`src/rtl/rs_encode_feeder.sv`:
```
// rtl/rs_encode_feeder.sv - cuts a byte stream into K-byte RS codeword payloads
//
// Purpose:
//   Upstream stage of the Reed-Solomon encoder wrapper. Accepts an
//   arbitrary-length byte message on a val/rdy stream and cuts it into
//   K_BYTES-byte payloads. Each payload gets one start pulse and exactly
//   K_BYTES data-enabled bytes. The final short payload is zero-padded.
//   A new codeword is never started while the encoder reports busy.
//
// Ports:
//   clk, rst                     clock, asynchronous active-high reset
//   src_feeder_data_val/_data    source byte stream (valid + byte)
//   src_feeder_data_last         last byte of a message, qualified by val
//   feeder_src_data_rdy          byte accepted this cycle when val is high
//   feeder_encoder_start_encode  one-cycle start pulse to the encoder
//   feeder_encoder_data_enable   encoder byte valid
//   feeder_encoder_data          encoder byte
//   encoder_feeder_encoding      encoder busy, from start until parity is out
//   feeder_codeword_done         one-cycle pulse when the encoder goes idle
//   feeder_padding               high while zero-pad bytes are presented

module rs_encode_feeder #(
    parameter int K_BYTES = 239,
    parameter int CNT_W   = 8
) (
    input  logic       clk,
    input  logic       rst,
    input  logic       src_feeder_data_val,
    input  logic [7:0] src_feeder_data,
    input  logic       src_feeder_data_last,
    output logic       feeder_src_data_rdy,
    output logic       feeder_encoder_start_encode,
    output logic       feeder_encoder_data_enable,
    output logic [7:0] feeder_encoder_data,
    input  logic       encoder_feeder_encoding,
    output logic       feeder_codeword_done,
    output logic       feeder_padding
);

    typedef enum logic [2:0] {
        S_IDLE  = 3'd0,
        S_START = 3'd1,
        S_DATA  = 3'd2,
        S_PAD   = 3'd3,
        S_DRAIN = 3'd4
    } state_t;

    localparam logic [CNT_W-1:0] C_LAST = CNT_W'(K_BYTES - 1);
    localparam logic [CNT_W-1:0] C_ONE  = CNT_W'(1);

    state_t           r_state;
    state_t           w_state_nxt;
    logic [CNT_W-1:0] r_cnt;
    logic [CNT_W-1:0] w_cnt_nxt;
    logic             r_drain_first;
    logic             w_drain_first_nxt;

    logic             r_rdy;
    logic             r_start;
    logic             r_de;
    logic [7:0]       r_data;
    logic             r_done;
    logic             r_pad;

    logic             w_rdy_nxt;
    logic             w_start_nxt;
    logic             w_de_nxt;
    logic [7:0]       w_data_nxt;
    logic             w_done_nxt;
    logic             w_pad_nxt;
    logic             w_accept;

    // r_rdy is high exactly in DATA, so this is the source handshake.
    assign w_accept = r_rdy & src_feeder_data_val;

    always_ff @(posedge clk or posedge rst) begin
        if (rst) begin
            r_state       <= S_IDLE;
            r_cnt         <= '0;
            r_drain_first <= 1'b0;
        end else begin
            r_state       <= w_state_nxt;
            r_cnt         <= w_cnt_nxt;
            r_drain_first <= w_drain_first_nxt;
        end
    end

    // r_cnt counts bytes already scheduled for the encoder in this codeword.
    // The counter may reach K_BYTES on the final byte; it is cleared in START.
    always_comb begin
        w_state_nxt       = r_state;
        w_cnt_nxt         = r_cnt;
        w_drain_first_nxt = 1'b0;
        w_de_nxt          = 1'b0;
        w_data_nxt        = 8'h00;
        w_done_nxt        = 1'b0;
        w_pad_nxt         = 1'b0;

        case (r_state)
            S_IDLE: begin
                if (src_feeder_data_val && !encoder_feeder_encoding) begin
                    w_state_nxt = S_START;
                end
            end

            S_START: begin
                w_cnt_nxt   = '0;
                w_state_nxt = S_DATA;
            end

            S_DATA: begin
                if (w_accept) begin
                    w_de_nxt   = 1'b1;
                    w_data_nxt = src_feeder_data;
                    w_cnt_nxt  = r_cnt + C_ONE;
                    // The K-th byte closes the codeword even without last;
                    // any remaining message bytes go to the next codeword.
                    if (r_cnt == C_LAST) begin
                        w_state_nxt       = S_DRAIN;
                        w_drain_first_nxt = 1'b1;
                    end else if (src_feeder_data_last) begin
                        w_state_nxt = S_PAD;
                    end
                end
            end

            S_PAD: begin
                w_de_nxt   = 1'b1;
                w_data_nxt = 8'h00;
                w_pad_nxt  = 1'b1;
                w_cnt_nxt  = r_cnt + C_ONE;
                if (r_cnt == C_LAST) begin
                    w_state_nxt       = S_DRAIN;
                    w_drain_first_nxt = 1'b1;
                end
            end

            S_DRAIN: begin
                // The encoder may not have raised busy yet when the last
                // byte goes out, so the first DRAIN cycle ignores it.
                if (!r_drain_first && !encoder_feeder_encoding) begin
                    w_done_nxt  = 1'b1;
                    w_state_nxt = S_IDLE;
                end
            end

            default: begin
                w_state_nxt = S_IDLE;
            end
        endcase

        w_start_nxt = (w_state_nxt == S_START);
        w_rdy_nxt   = (w_state_nxt == S_DATA);
    end

    always_ff @(posedge clk or posedge rst) begin
        if (rst) begin
            r_rdy   <= 1'b0;
            r_start <= 1'b0;
            r_de    <= 1'b0;
            r_data  <= 8'h00;
            r_done  <= 1'b0;
            r_pad   <= 1'b0;
        end else begin
            r_rdy   <= w_rdy_nxt;
            r_start <= w_start_nxt;
            r_de    <= w_de_nxt;
            r_data  <= w_data_nxt;
            r_done  <= w_done_nxt;
            r_pad   <= w_pad_nxt;
        end
    end

    assign feeder_src_data_rdy         = r_rdy;
    assign feeder_encoder_start_encode = r_start;
    assign feeder_encoder_data_enable  = r_de;
    assign feeder_encoder_data         = r_data;
    assign feeder_codeword_done        = r_done;
    assign feeder_padding              = r_pad;

endmodule

```
`config.mk`:
```
export PLATFORM = sky130hd
export DESIGN_NAME = rs_encode_feeder
export DESIGN_NICKNAME = d
export VERILOG_FILES = /design/src/rtl/rs_encode_feeder.sv
export SDC_FILE = /design/constraint.sdc
export NUM_CORES = 1
export LEC_CHECK = 0
export CORE_MARGIN = 4
export CORE_UTILIZATION = 51
export CTS_CLUSTER_DIAMETER = 80
export DETAILED_ROUTE_END_ITERATION = 16
export PLACE_DENSITY_LB_ADDON = 0.1
export RECOVER_POWER = 100
export SYNTH_ARGS = -nofsm -noshare
export SYNTH_HDL_FRONTEND = slang
export SYNTH_SLANG_ARGS = --single-unit
export TNS_END_PERCENT = 1
```
`constraint.sdc`:
```
create_clock -name clk -period 3.2 [get_ports clk]
set_clock_uncertainty 0.1 [all_clocks]
set_input_delay 0.48 -clock clk [delete_from_list [all_inputs] [get_ports clk]]
set_output_delay 0.48 -clock clk [all_outputs]
set_load 0.05 [all_outputs]
```
==> results of run 1 <==
==> final cells by class <==
class	instances	area share, %
Multi-Input combinational cell	66	31.3
Sequential cell	25	45.0
Timing Repair Buffer	25	18.0
Clock buffer	3	1.62
Clock inverter	1	0.541
Inverter	4	1.08
Tap cell	27	2.43
==> final timing paths <==
check,start,end,slack (ns),cells past startpoint
worst min register to register,r_drain_first,feeder_codeword_done,0.33,1
worst max register to register,r_state[2],feeder_encoder_data[7],1.46,3
max in group asynchronous,rst,r_cnt[4],1.76,2
worst max-delay path,feeder_src_data_rdy,feeder_src_data_rdy,0.97,1
min in group asynchronous,rst,feeder_encoder_data[7],0.68,2
worst min-delay path,r_drain_first,feeder_codeword_done,0.33,1
==> metrics by stage <==
step                cell area (µm²)  total power [mW]  worst slack [ns]
CTS                            1400              1.04             0.997
detailed placement             1370             0.890              1.11
floorplan                      1090             0.762              1.48
finish                         1390              1.01             0.973
global route                   1390              1.09             0.901
global placement               1370             0.868              1.14
==> flip-flops by register name, summed over array words and instances, names as in the netlist <==
signal and cells:
r_drain_first 1, feeder_encoder_data 8, feeder_src_data_rdy 1, feeder_padding 1, feeder_encoder_start_encode 1, feeder_encoder_data_enable 1, r_cnt 8, r_state 3
feeder_codeword_done 1
==> power breakdown <==
part           internal, mW  switching (mW)
sequential            0.400          0.0814
clock                0.0479          0.0974
combinational         0.153           0.232
total                 0.601           0.410
==> layer usage <==
layer / vias up / wire, µm / global-route usage [%]
met5: - / 0 / 0
met3: 5 / 162 / 5.99
met2: 22 / 1030 / 28.5
met4: 0 / 52 / 9.96
li1: 398 / - / -
met1: 388 / 891 / 21.5
==> cells in the mapped netlist, types with 2 or more instances <==
| master | number | area, µm² |
|---|---|---|
| sky130_fd_sc_hd__and3b_1 | 2 | 17.5 |
| sky130_fd_sc_hd__o31ai_1 | 2 | 15.0 |
| sky130_fd_sc_hd__buf_2 | 2 | 10.0 |
| sky130_fd_sc_hd__ha_1 | 2 | 25.0 |
| sky130_fd_sc_hd__and2_1 | 10 | 62.6 |
| sky130_fd_sc_hd__o21ai_0 | 3 | 15.0 |
| sky130_fd_sc_hd__nor2_1 | 4 | 15.0 |
| sky130_fd_sc_hd__nand2_1 | 9 | 33.8 |
| sky130_fd_sc_hd__dfrtp_1 | 25 | 626 |
| sky130_fd_sc_hd__nand3_1 | 5 | 25.0 |
| sky130_fd_sc_hd__inv_1 | 4 | 15.0 |
| sky130_fd_sc_hd__nand2b_1 | 4 | 25.0 |
| sky130_fd_sc_hd__mux2i_1 | 5 | 50.1 |
| sky130_fd_sc_hd__nor3_1 | 2 | 10.0 |
==> cell families (layout without fill, tap and decap cells) <==
kind of cell | count (synthesis) | count (layout)
compound gates | 15 | 15
fa+ha+maj | 2 | 2
mux | 5 | 5
simple gates | 44 | 44
buf+inv | 7 | 33
flops | 25 | 25
==> results.sh, run 1 <==
export IMPL_status="completed"
export IMPL_most_common_layout_cells="sky130_fd_sc_hd__dfrtp_1, sky130_fd_sc_hd__dlygate4sd3_1, sky130_fd_sc_hd__and2_0, sky130_fd_sc_hd__clkdlybuf4s50_1, sky130_fd_sc_hd__nand2_1"
export IMPL_first_global_vias=794
export IMPL_global_route_overflow_total=0
export IMPL_cts_tree="built"
export IMPL_fmax_mhz=449
export IMPL_post_route_cells_drive_above_1_share_pct=3.23
export IMPL_power_density_nw_per_um2=728
export IMPL_simple_logic_cell_fraction_of_the_synthesized_area_pct=23.1
export IMPL_finalNetCount=140
export IMPL_fillCellCount=168
export IMPL_timing_max_slew_rel_slack_pct=38.0
export IMPL_crit_path_top_delay_cell="sky130_fd_sc_hd__dlygate4sd3_1"
export IMPL_vias_per_cell=5.38
export IMPL_synth_xor_area_share_pct=0
export IMPL_fraction_of_the_yosys_area_taken_by_sequential_cells_pct=57.1
export IMPL_critPathKind="reg -> out"
export IMPL_ys_warnings_count=0
export IMPL_ys_dominant_reg_cell="sky130_fd_sc_hd__dfrtp_1"
export IMPL_finalCoreUtilization_pct=69.4
export IMPL_holdCritPathClass="reg -> reg"
export IMPL_global_route_usage_total_pct=18.0
export IMPL_asyncSetResetFlopFracSynth_pct=100
export IMPL_die_x_um=54.3
export IMPL_worst_path_max_fanout=5
export IMPL_power_static_leakage_nw=0.649
export IMPL_remaining_drc_errors=0
export IMPL_cts_path_max_buffers=2
export IMPL_fin_worst_hold_slack_ns=0.334
export IMPL_post_cts_resize_count=0
export IMPL_syn_area_um2=1090
export IMPL_initial_antenna_violation_count=0
export IMPL_insertion_delay_ns=0.33
export IMPL_timing_max_cap_violations=0
export IMPL_syn_area_per_cell_um2=11.2
export IMPL_die_area_um2=2950
export IMPL_post_detailed_placement_half_perimeter_wirelength_um=1580
export IMPL_drt_iter0_markers=19
export IMPL_critPathTopFamily="buffers and inverters"
export IMPL_port_buffer_count=25
export IMPL_routed_via_count=813
export IMPL_ff_latch_area_um2=626
export IMPL_transition_time_of_the_tightest_slew_check_pin_ns=0.929
export IMPL_report_final_setup_viol=0
export IMPL_path_buf_inv=1
export IMPL_hold_viol_final=0
export IMPL_instances_no_fill=151
export IMPL_cts_inserted_buffers=3
export IMPL_netlist_cell_type_count=33
export IMPL_vdd_ir_drop_worst_mv=0.445
export IMPL_crit_chain="dlygate4sd3_1"
export IMPL_floorplan_die_height_um=54.3
export IMPL_rsz0062_at_grt="no"
export IMPL_period_share_pct=69.6
export IMPL_synthesized_netlist_net_count=113
export IMPL_placement_rows=16
export IMPL_synth_compound_area_share_pct=10.3
export IMPL_post_route_wl_um=2130
export IMPL_post_cts_setup_buffers=0
export IMPL_gp_congestion=0.856
export IMPL_routedWlPerCell_um=14.1
export IMPL_path_clk_slew_ns=0.14
export IMPL_num_antenna_cells=0
export IMPL_final_setup_tns_ns=0
export IMPL_final_min_clock_period_ns=2.23
export IMPL_core_um2=2000
export IMPL_dp_cells=147
export IMPL_floorplan_initialDensity_pct=54.7
export IMPL_synth_top_family_by_area="simple AND/OR/NAND/NOR gates"
export IMPL_drtAntennaViolNets=0
export IMPL_syn2layout_area_growth_pct=26.9
export IMPL_final_max_slew_violation_count=0
export IMPL_synth_mux_area_share_pct=4.57
export IMPL_crit_path_start_kind="register"
export IMPL_multi_input_comb_area_um2=434
export IMPL_worst_path_arrival_ns=1.65
export IMPL_synth_enable_flop_cells=0
export IMPL_critical_path_end_type="output pin"
export IMPL_clock_root_buffer="sky130_fd_sc_hd__clkbuf_4"
export IMPL_grt_first_pass_wirelength_um=3650
export IMPL_grt_max_degree=26
export IMPL_synthesis_instances=98
export IMPL_cts_sinks=25
export IMPL_clock_tree_htree_level_count=1
export IMPL_ios=26
export IMPL_cts_hold_repair_buffers=0
export IMPL_detailedRoute_firstPassIterationCount=4
export IMPL_synth_fa_ha_area_share_pct=2.29
export IMPL_synth_seq_cells=25
export IMPL_mostFrequentLayoutCell="sky130_fd_sc_hd__dfrtp_1"
export IMPL_cp_data_required_time_ns=2.62
export IMPL_max_stage_delay_ns=0.89
Note: power is estimated with default switching activity, not from simulation.
==> inputs of run 2 (changes only) <==
--- a/config.mk
+++ b/config.mk
@@ -6,7 +6,7 @@
 export NUM_CORES = 1
 export LEC_CHECK = 0
 export CORE_MARGIN = 4
-export CORE_UTILIZATION = 51
+export CORE_UTILIZATION = 43
 export CTS_CLUSTER_DIAMETER = 80
 export DETAILED_ROUTE_END_ITERATION = 16
 export PLACE_DENSITY_LB_ADDON = 0.1
==> constraint.sdc (replaced) <==
create_clock -name clk -period 1.8 [get_ports clk]
set_clock_uncertainty 0.1 [all_clocks]
set_input_delay 0.27 -clock clk [delete_from_list [all_inputs] [get_ports clk]]
set_output_delay 0.27 -clock clk [all_outputs]
set_load 0.05 [all_outputs]
==> results.sh, run 2 (synthesis results as in run 1) <==
export IMPL_cp_data_required_time_ns=1.93
export IMPL_final_min_clock_period_ns=1.60
export IMPL_holdCritPathClass="reg -> reg"
export IMPL_drtAntennaViolNets=0
export IMPL_cts_hold_repair_buffers=0
export IMPL_timing_max_slew_rel_slack_pct=59.2
export IMPL_post_route_cells_drive_above_1_share_pct=7.63
export IMPL_syn2layout_area_growth_pct=23.8
export IMPL_crit_path_start_kind="register"
export IMPL_clock_root_buffer="sky130_fd_sc_hd__clkbuf_4"
export IMPL_rsz0062_at_grt="no"
export IMPL_finalNetCount=147
export IMPL_insertion_delay_ns=0.32
export IMPL_vias_per_cell=5.29
export IMPL_grt_max_degree=26
export IMPL_timing_max_cap_violations=0
export IMPL_remaining_drc_errors=0
export IMPL_worst_path_arrival_ns=1.72
export IMPL_post_cts_resize_count=0
export IMPL_critPathTopFamily="flip-flops"
export IMPL_max_stage_delay_ns=0.45
export IMPL_ios=26
export IMPL_most_common_layout_cells="sky130_fd_sc_hd__dfrtp_1, sky130_fd_sc_hd__clkbuf_1, sky130_fd_sc_hd__clkdlybuf4s50_1"
export IMPL_regToRegSetupSlack_ns=0.20
export IMPL_clock_tree_htree_level_count=1
export IMPL_initial_antenna_violation_count=0
export IMPL_routedWlPerCell_um=13.6
export IMPL_report_final_setup_viol=0
export IMPL_global_route_usage_total_pct=15.1
export IMPL_routed_via_count=851
export IMPL_die_x_um=58.5
export IMPL_final_setup_tns_ns=0
export IMPL_post_detailed_placement_half_perimeter_wirelength_um=1680
export IMPL_drt_iter0_markers=25
export IMPL_crit_path_start="r_cnt[0]"
export IMPL_hold_viol_final=0
export IMPL_critical_path_end_type="register"
export IMPL_power_static_leakage_nw=0.617
export IMPL_cts_tree="built"
export IMPL_mostFrequentLayoutCell="sky130_fd_sc_hd__dfrtp_1"
export IMPL_final_max_slew_violation_count=0
export IMPL_hold_path_depth=1
export IMPL_grt_first_pass_wirelength_um=3850
export IMPL_floorplan_die_height_um=58.5
export IMPL_cts_sinks=25
export IMPL_critPathKind="reg -> reg"
export IMPL_transition_time_of_the_tightest_slew_check_pin_ns=0.612
export IMPL_finalCoreUtilization_pct=55.2
export IMPL_vdd_ir_drop_worst_mv=0.662
export IMPL_instances_no_fill=161
export IMPL_power_density_nw_per_um2=1330
export IMPL_path_depth=5
export IMPL_status="completed"
export IMPL_worst_path_max_fanout=6
export IMPL_die_area_um2=3420
export IMPL_first_global_vias=878
export IMPL_path_buf_inv=1
export IMPL_path_clk_slew_ns=0.14
export IMPL_gp_congestion=0.799
export IMPL_termination_of_the_worst_setup_path="feeder_src_data_rdy"
export IMPL_num_antenna_cells=0
export IMPL_post_route_wl_um=2200
export IMPL_period_share_pct=88.6
export IMPL_detailedRoute_firstPassIterationCount=4
export IMPL_placement_rows=18
export IMPL_timing_rr_end="feeder_src_data_rdy"
export IMPL_port_buffer_count=25
export IMPL_crit_chain="inv_1 -> ha_1 -> and3b_1 -> and2_0 -> o311a_1"
export IMPL_dp_cells=157
export IMPL_r2r_start="r_cnt[0]"
export IMPL_reg2reg_depth=5
export IMPL_cts_path_max_buffers=2
export IMPL_cts_inserted_buffers=3
export IMPL_crit_path_top_delay_cell="sky130_fd_sc_hd__dfrtp_1"
export IMPL_global_route_overflow_total=0
export IMPL_core_um2=2450
export IMPL_post_cts_setup_buffers=0
export IMPL_fmax_mhz=627
export IMPL_floorplan_initialDensity_pct=44.6
[run 2: worst min-delay path by stage]
stage                             from                     end  slack, ns
CTS                                rst  feeder_encoder_data[0]       0.17
finish                   r_drain_first    feeder_codeword_done       0.36
floorplan                          rst    feeder_codeword_done       0.20
global placement         r_drain_first    feeder_codeword_done       0.32
detailed placement       r_drain_first    feeder_codeword_done       0.34
global route        src_feeder_data[0]  feeder_encoder_data[0]       0.35
[run 2: layer usage]
metal,up-vias,GRT usage [%],wire [µm]
met4,0,6.95,38
li1,413,-,-
met3,5,3.73,137
met5,-,0,0
met2,24,24.2,1090
met1,409,19.2,930
[run 2: layout make-up]
class | count | area [µm²]
tap | 30 | 37.5
clock inverter | 1 | 7.51
multi-input combinational | 66 | 434
timing repair buffer | 32 | 213
sequential | 25 | 626
inverter | 4 | 15.0
fill | 243 | 1100
clock buffer | 3 | 22.5
[run 2: per-stage QoR]
step	setup WS [ns]	cell area (µm²)	power, mW	hold slack, ns
3_3_place_gp	0.0792	1390	1.59	0.320
5_1_grt	0.0843	1360	1.96	0.349
2_1_floorplan	0.0771	1090	1.35	0.197
6_report	0.205	1360	1.80	0.363
3_5_place_dp	0.0628	1390	1.61	0.342
4_1_cts	0.212	1420	1.87	0.172
[run 2: worst register-to-register path: cells and delay by family, from the launching register on]
kind	cells	cell delay (ns)
simple gates	2	0.36
compound gates	1	0.33
flops	1	0.45
fa+ha+maj	1	0.19
buf+inv	1	0.07
[run 2: where the power goes]
part / switching, mW / total (mW) / internal [mW]
sequential: 0.139 / 0.851 / 0.712
combinational: 0.424 / 0.690 / 0.266
clock: 0.175 / 0.260 / 0.0849
total: 0.738 / 1.80 / 1.06
==> inputs of run 3 (changes only) <==
--- a/config.mk
+++ b/config.mk
@@ -5,6 +5,7 @@
 export SDC_FILE = /design/constraint.sdc
 export NUM_CORES = 1
 export LEC_CHECK = 0
+export CORE_ASPECT_RATIO = 0.6
 export CORE_MARGIN = 4
 export CORE_UTILIZATION = 43
 export CTS_CLUSTER_DIAMETER = 80
==> results.sh, run 3 (synthesis results as in run 1) <==
export IMPL_floorplan_initialDensity_pct=47.7
export IMPL_cts_sinks=25
export IMPL_post_cts_setup_buffers=0
export IMPL_mostFrequentLayoutCell="sky130_fd_sc_hd__dfrtp_1"
export IMPL_cp_data_required_time_ns=1.85
export IMPL_cts_inserted_buffers=3
export IMPL_worst_path_max_fanout=6
export IMPL_cts_hold_repair_buffers=0
export IMPL_reg2reg_depth=5
export IMPL_final_max_slew_violation_count=0
export IMPL_holdCritPathClass="in -> async"
export IMPL_port_buffer_count=25
export IMPL_core_um2=2290
export IMPL_num_antenna_cells=0
export IMPL_hold_viol_final=0
export IMPL_worst_path_arrival_ns=1.66
export IMPL_syn2layout_area_growth_pct=24.7
export IMPL_transition_time_of_the_tightest_slew_check_pin_ns=0.610
export IMPL_remaining_drc_errors=0
export IMPL_initial_antenna_violation_count=0
export IMPL_most_common_layout_cells="sky130_fd_sc_hd__dfrtp_1, sky130_fd_sc_hd__clkbuf_1, sky130_fd_sc_hd__clkdlybuf4s50_1"
export IMPL_cts_path_max_buffers=2
export IMPL_finish_instance_area_um2=1370
export IMPL_routed_via_count=806
export IMPL_cts_tree="built"
export IMPL_fillCellCount=224
export IMPL_global_route_usage_total_pct=15.6
export IMPL_post_route_cells_drive_above_1_share_pct=6.15
export IMPL_power_density_nw_per_um2=1370
export IMPL_insertion_delay_ns=0.27
export IMPL_path_buf_inv=1
export IMPL_critPathKind="reg -> reg"
export IMPL_detailedRoute_firstPassIterationCount=4
export IMPL_clock_tree_htree_level_count=1
export IMPL_post_detailed_placement_half_perimeter_wirelength_um=1800
export IMPL_status="completed"
export IMPL_first_global_vias=808
export IMPL_grt_first_pass_wirelength_um=3880
export IMPL_timing_max_cap_violations=0
export IMPL_global_route_overflow_total=0
export IMPL_path_depth=5
export IMPL_drt_iter0_markers=54
export IMPL_final_critical_path_setup_slack_ns=0.193
export IMPL_clock_root_buffer="sky130_fd_sc_hd__clkbuf_8"
export IMPL_crit_path_start_kind="register"
export IMPL_power_static_leakage_nw=0.617
export IMPL_drtAntennaViolNets=0
export IMPL_post_route_wl_um=2270
export IMPL_dpl_worst_slack_ns=-0.0413
export IMPL_instances_no_fill=160
export IMPL_final_min_clock_period_ns=1.61
export IMPL_rsz0062_at_grt="no"
export IMPL_max_stage_delay_ns=0.42
export IMPL_vdd_ir_drop_worst_mv=0.741
export IMPL_floorplan_die_height_um=47.1
export IMPL_period_share_pct=89.3
export IMPL_post_cts_resize_count=0
export IMPL_total_placed_instance_area_um2=1390
export IMPL_die_area_um2=3440
export IMPL_finalCoreUtilization_pct=59.5
export IMPL_final_setup_tns_ns=0
export IMPL_timing_max_slew_rel_slack_pct=59.5
export IMPL_dp_cells=156
export IMPL_critPathTopFamily="flip-flops"
export IMPL_critical_path_end_type="register"
export IMPL_crit_chain="inv_1 -> ha_1 -> and3b_1 -> and2_0 -> o311a_1"
export IMPL_routedWlPerCell_um=14.2
export IMPL_ios=26
export IMPL_placement_rows=13
export IMPL_report_final_setup_viol=0
export IMPL_gp_congestion=0.878
export IMPL_fin_worst_hold_slack_ns=0.320
export IMPL_grt_max_degree=17
export IMPL_crit_path_top_delay_cell="sky130_fd_sc_hd__dfrtp_1"
export IMPL_vias_per_cell=5.04
export IMPL_finalNetCount=146
export IMPL_fmax_mhz=622
export IMPL_path_clk_slew_ns=0.08
export IMPL_total_power_mw=1.87
export IMPL_die_x_um=73.1
## run 3: cell count changes in the layout (fill, tap and decap cells not counted), moves of 2 or more
cell / delta
sky130_fd_sc_hd__buf_4: -2
sky130_fd_sc_hd__clkbuf_1: +2
sky130_fd_sc_hd__clkbuf_4: -3
sky130_fd_sc_hd__clkbuf_8: +3
## run 3: worst reg2reg max path, cell delays in order, from the launching register on
cell	delay (ns)
sky130_fd_sc_hd__dfrtp_1	0.42
sky130_fd_sc_hd__inv_1	0.07
sky130_fd_sc_hd__ha_1	0.21
sky130_fd_sc_hd__and3b_1	0.19
sky130_fd_sc_hd__and2_0	0.18
sky130_fd_sc_hd__o311a_1	0.33
## run 3: worst paths after layout
path,from,end,slack (ns)
hold reg to reg,r_drain_first,feeder_codeword_done,0.33
setup / recovery,r_cnt[0],feeder_src_data_rdy,0.19
hold / removal,rst,feeder_encoder_data_enable,0.32
setup reg to reg,r_cnt[0],feeder_src_data_rdy,0.19
max in group asynchronous,rst,r_state[0],0.57
min in group clk,r_drain_first,feeder_codeword_done,0.33
## run 3: layout make-up
type | count | area [µm²] | area share (%)
clock buffer | 3 | 41.3 | 3.02
clock inverter | 1 | 5.00 | 0.367
inverter | 4 | 15.0 | 1.10
multi-input combinational | 66 | 440 | 32.3
sequential | 25 | 626 | 45.8
tap | 30 | 37.5 | 2.75
timing repair buffer | 31 | 200 | 14.7
## run 3: where the power goes
part	internal (mW)	switching (mW)	leakage, nW
combinational	0.254	0.438	0.277
clock	0.155	0.169	0.0255
sequential	0.713	0.138	0.314
## run 3: layer usage
| layer | vias to the layer above | wire [µm] | global-route usage (%) |
|---|---|---|---|
| met4 | 0 | 28 | 4.41 |
| met5 | - | 0 | 0 |
| met2 | 15 | 971 | 23.4 |
| met1 | 378 | 1150 | 21.9 |
| met3 | 4 | 121 | 4.91 |
| li1 | 409 | - | - |
